`config.mk`:
```
export PLATFORM = sky130hd
export DESIGN_NAME = instr_queue_reg
export DESIGN_NICKNAME = d
export VERILOG_FILES = /design/src/rtl/instr_queue_reg.sv
export SDC_FILE = /design/constraint.sdc
export NUM_CORES = 1
export LEC_CHECK = 0
export ABC_AREA = 0
export CAP_MARGIN = 20
export CORE_UTILIZATION = 28
export CTS_CLUSTER_SIZE = 8
export DETAILED_ROUTE_END_ITERATION = 16
export SLEW_MARGIN = 30
export SYNTH_ARGS = -nofsm -noshare
export SYNTH_HDL_FRONTEND = slang
export SYNTH_SLANG_ARGS = --single-unit
```
`constraint.sdc`:
```
create_clock -name clk -period 4 [get_ports clk]
set_input_delay 0.8 -clock clk [delete_from_list [all_inputs] [get_ports clk]]
set_output_delay 0.8 -clock clk [all_outputs]
set_load 0.01 [all_outputs]
```
`src/rtl/instr_queue_reg.sv`:
```
// rtl/instr_queue_reg.sv - prefetch queue feeding the IR with PC tag; FETCH_DECODE_FIELDS_EN adds decoded field outputs
module instr_queue_reg #(
    parameter int DATA_W = 32,
    parameter int ADDR_W = 32,
    parameter int DEPTH  = 4,
    parameter int CNT_W  = $clog2(DEPTH + 1)
) (
    input  logic              clk,
    input  logic              reset,
    input  logic              flush,
    input  logic              push_valid,
    output logic              push_ready,
    input  logic [DATA_W-1:0] push_data,
    input  logic [ADDR_W-1:0] push_pc,
    input  logic              ir_load,
    output logic [DATA_W-1:0] instruction,
    output logic [ADDR_W-1:0] ir_pc,
    output logic              ir_valid,
    output logic [CNT_W-1:0]  count,
    output logic              empty,
    output logic              full
`ifdef FETCH_DECODE_FIELDS_EN
    ,
    output logic [5:0]        opcode,
    output logic [4:0]        rs,
    output logic [4:0]        rt,
    output logic [4:0]        rd,
    output logic [4:0]        shamt,
    output logic [5:0]        funct,
    output logic [15:0]       imm16
`endif
);

    localparam int PTR_W = $clog2(DEPTH);

    if ((DEPTH < 2) || ((DEPTH & (DEPTH - 1)) != 0)) begin : g_bad_depth
        $error("instr_queue_reg: DEPTH must be a power of two and at least 2");
    end

    logic [DATA_W-1:0] mem_data [DEPTH];
    logic [ADDR_W-1:0] mem_pc   [DEPTH];
    logic [PTR_W-1:0]  wr_ptr;
    logic [PTR_W-1:0]  rd_ptr;

    logic push_fire;
    logic bypass;
    logic do_write;
    logic do_pop;

    assign empty      = (count == '0);
    assign full       = (count == CNT_W'(DEPTH));
    assign push_ready = !full && !flush;
    assign push_fire  = push_valid && push_ready;

    // An empty queue hands the offered word straight to the IR instead of storing it.
    assign bypass   = ir_load && empty && push_fire;
    assign do_write = push_fire && !bypass;
    assign do_pop   = ir_load && !empty && !flush;

    always_ff @(posedge clk) begin
        if (do_write) begin
            mem_data[wr_ptr] <= push_data;
            mem_pc[wr_ptr]   <= push_pc;
        end
    end

    always_ff @(posedge clk or posedge reset) begin
        if (reset) begin
            wr_ptr      <= '0;
            rd_ptr      <= '0;
            count       <= '0;
            instruction <= '0;
            ir_pc       <= '0;
            ir_valid    <= 1'b0;
        end else if (flush) begin
            wr_ptr      <= '0;
            rd_ptr      <= '0;
            count       <= '0;
            instruction <= '0;
            ir_valid    <= 1'b0;
        end else begin
            if (do_write) begin
                wr_ptr <= wr_ptr + PTR_W'(1);
            end
            if (do_pop) begin
                rd_ptr <= rd_ptr + PTR_W'(1);
            end
            if (do_write && !do_pop) begin
                count <= count + CNT_W'(1);
            end else if (!do_write && do_pop) begin
                count <= count - CNT_W'(1);
            end
            if (ir_load) begin
                if (!empty) begin
                    instruction <= mem_data[rd_ptr];
                    ir_pc       <= mem_pc[rd_ptr];
                    ir_valid    <= 1'b1;
                end else if (push_valid) begin
                    instruction <= push_data;
                    ir_pc       <= push_pc;
                    ir_valid    <= 1'b1;
                end else begin
                    ir_valid    <= 1'b0;
                end
            end
        end
    end

`ifdef FETCH_DECODE_FIELDS_EN
    if (DATA_W != 32) begin : g_bad_width
        $error("instr_queue_reg: decoded fields need DATA_W == 32");
    end

    assign opcode = instruction[31:26];
    assign rs     = instruction[25:21];
    assign rt     = instruction[20:16];
    assign rd     = instruction[15:11];
    assign shamt  = instruction[10:6];
    assign funct  = instruction[5:0];
    assign imm16  = instruction[15:0];
`endif

endmodule

```
==> reports/results.txt <==
DRT Pass-1 Iters: 4
Worst-path clk slew: 0.05 ns
CP required: 3.20 ns
Buf/Inv on CP: 2
Ys Warns: 0
FMAX: 333 MHz
Global placement routability congestion: 0.668
Ys async rst share: 0.220
Std-Cell Core Area: 45300 um2
First-pass GRT wire length: 46000 um
Setup TNS: 0 ns
Wire per inst: 20.7 um
Reg-to-reg slack, setup: 1.36 ns
Tmin final: 3.00 ns
Synthesized Nets: 729
CP max FO: 13
Final setup violation count: 0
Worst Setup End Kind: output port
Hold Path Class: flip-flop to flip-flop
Worst-margin pin slew: 0.806 ns
RSZ-0062 raised after global routing: false
Yosys top cell area share: 0.599
Slew HR: 0.462
Worst reg2reg path depth: 6
Leak Pwr: 5.51 nW
R2r endpoint: count[2]$_DFFE_PP0P_
Die X-Extent: 216 um
Total GRT Usage: 0.130
Most common cell after layout, fill and taps aside: edfxtp_1
Dominant synthesized flop cell: edfxtp_1
Util after Layout: 0.361
Detail Route Antenna Nets: 0
Initial antenna violation count: 6
Via count: 6746
Sink Count: 328
Critical path cell sequence: or3_4 > inv_2 > clkdlybuf4s50_1
Final WL: 30100 um
Dpl hpwl: 17800 um
Synth-to-layout area growth: 27.2%
Filler cells: 4267
Status: finished clean
Share of layout cells above drive strength 1: 0.175
Cts-stage hold buffer count: 0
Clk_lat worst skew: 0.53 ns
Kind of critical path: flip-flop to output port
Final worst-path cycle share: 0.750
Worst vdd ir: 349 uV
Synth unique cells: 38
Syn_area_per_cell: 19.6 um2
Largest net degree at the start of global routing: 65
Most frequent cells in the layout: 256 x edfxtp_1, 138 x clkdlybuf4s50_1, 70 x dfrtp_1
Setup bufs post-CTS: 0
Port Buffers: 139
Die area: 46700 um2
Number of global-route vias before repair: 7434
Root Buffer: clkbuf_16
Pwr/cell area: 656 nW/um2
Initial DRC count: 360
CTS tree: built
CP max stage delay: 0.54 ns
Synthesized area: 12800 um2
Number of synthesized register bits: 328
CP endpoint: empty
Starting Density: 0.283
Register area share after synthesis: 0.739
Final Hold Viols: 0
CP Launch Point: count[0]$_DFFE_PP0P_
Post-layout nets: 892
Post-synth EDFFs: 256
Final Max Slew Viols: 0
Clk buf depth: 3
Max-Cap Viols: 0
Register area: 9500 um2
Top cells by area, synth: edfxtp_1 60%, dfrtp_1 14%, mux4_2 11%
Die Height: 216 um
Grt ovf: 0
H-tree depth: 2
Drc violations: 0
Slowest cell on crit path: dfrtp_1
CTS-repair resized insts: 0
I/O pin count: 140
CTS buffer count: 47
Critical path depth: 3
Via/cell ratio: 4.65
Core Rows: 78
Final Skew: 0.0143 ns
Cell family with the largest share of critical-path delay: buffers and inverters
Gate Count Post-Synth: 655
Post-synth top area cell: edfxtp_1
Startpoint Class: flip-flop
R2r startpoint: count[0]$_DFFE_PP0P_
Multi-input logic area: 3070 um2
CP arrival: 2.20 ns
## Yosys cell counts, types with 4 or more instances
master	count
buf_1	5
mux2i_1	65
nand2_1	5
ha_1	4
o2bb2ai_1	32
and2_1	6
edfxtp_1	256
nor2_1	7
buf_2	13
dfrtp_1	72
o21ai_1	35
mux4_2	64
o21ai_0	30
buf_6	8
inv_1	8
clkbuf_1	15
## routing by layer
metal	vias to the layer above	share of wire	track usage
met5	-	0.0013	0
met4	6	0.018	0.0364
met3	54	0.071	0.0427
met2	162	0.46	0.205
met1	3549	0.45	0.172
li1	2975	-	-
## worst register-to-register path, delay by kind of cell (launching register included)
kind	cells	cell delay [ns]
compound gates	3	1.01
flops	1	0.54
fa+ha+maj	1	0.37
simple gates	2	0.59
## sequential cells by signal (all words and copies together), names as in the netlist
| signal | count |
|---|---|
| count | 3 |
| wr_ptr | 2 |
| instruction | 32 |
| ir_pc | 32 |
| rd_ptr | 2 |
| mem_data | 128 |
| ir_valid | 1 |
| mem_pc | 128 |
## metrics by stage
step	hold slack, ns	instance area (um2)	cells	worst slack (ns)	power [W]
finish	0.482	16300	1451	1.00	0.0107
global route	0.499	16300	1450	0.911	0.0113
CTS	0.489	16300	1450	0.947	0.0109
detailed placement	0.473	15000	1369	0.682	0.00725
global placement	0.473	15000	1368	0.655	0.00722
floorplan	0.503	12800	655	0.732	0.00611
## layout make-up
type                    count  area share
flip-flops and latches    328       0.582
multi-input cells         273       0.188
repair buffers            159      0.0999
clock buffers              80      0.0814
well taps                 600      0.0460
inverters                   9     0.00222
clock inverters             1    0.000536
diodes                      1    0.000153
## kinds of logic after synthesis
logic type / share of synthesized area
DFF: 0.739
adders and majority gates: 0.00546
muxes: 0.164
and+or+nand+nor: 0.0101
AOI/OAI and AO/OA: 0.0555
buffers and inverters: 0.0229
xor gates and xnor gates: 0.00273
## power breakdown
group          switching, W  internal, W  leakage [nW]
Clock               0.00137      0.00222         0.641
Sequential         0.000332      0.00410          3.25
Combinational       0.00127      0.00142          1.62
Total               0.00297      0.00775          5.51
## how the worst min path moves through the flow
stage	startpoint	end	cells past startpoint
after global routing	instruction[28]$_DFFE_PP0P_	instruction[28]$_DFFE_PP0P_	1
after floorplan	wr_ptr[0]$_DFFE_PP0P_	wr_ptr[0]$_DFFE_PP0P_	1
after detailed placement	instruction[17]$_DFFE_PP0P_	instruction[17]$_DFFE_PP0P_	1
after CTS	instruction[13]$_DFFE_PP0P_	instruction[13]$_DFFE_PP0P_	1
final	instruction[13]$_DFFE_PP0P_	instruction[13]$_DFFE_PP0P_	1
after global placement	instruction[17]$_DFFE_PP0P_	instruction[17]$_DFFE_PP0P_	1
Note: power is estimated with default switching activity, not from simulation.
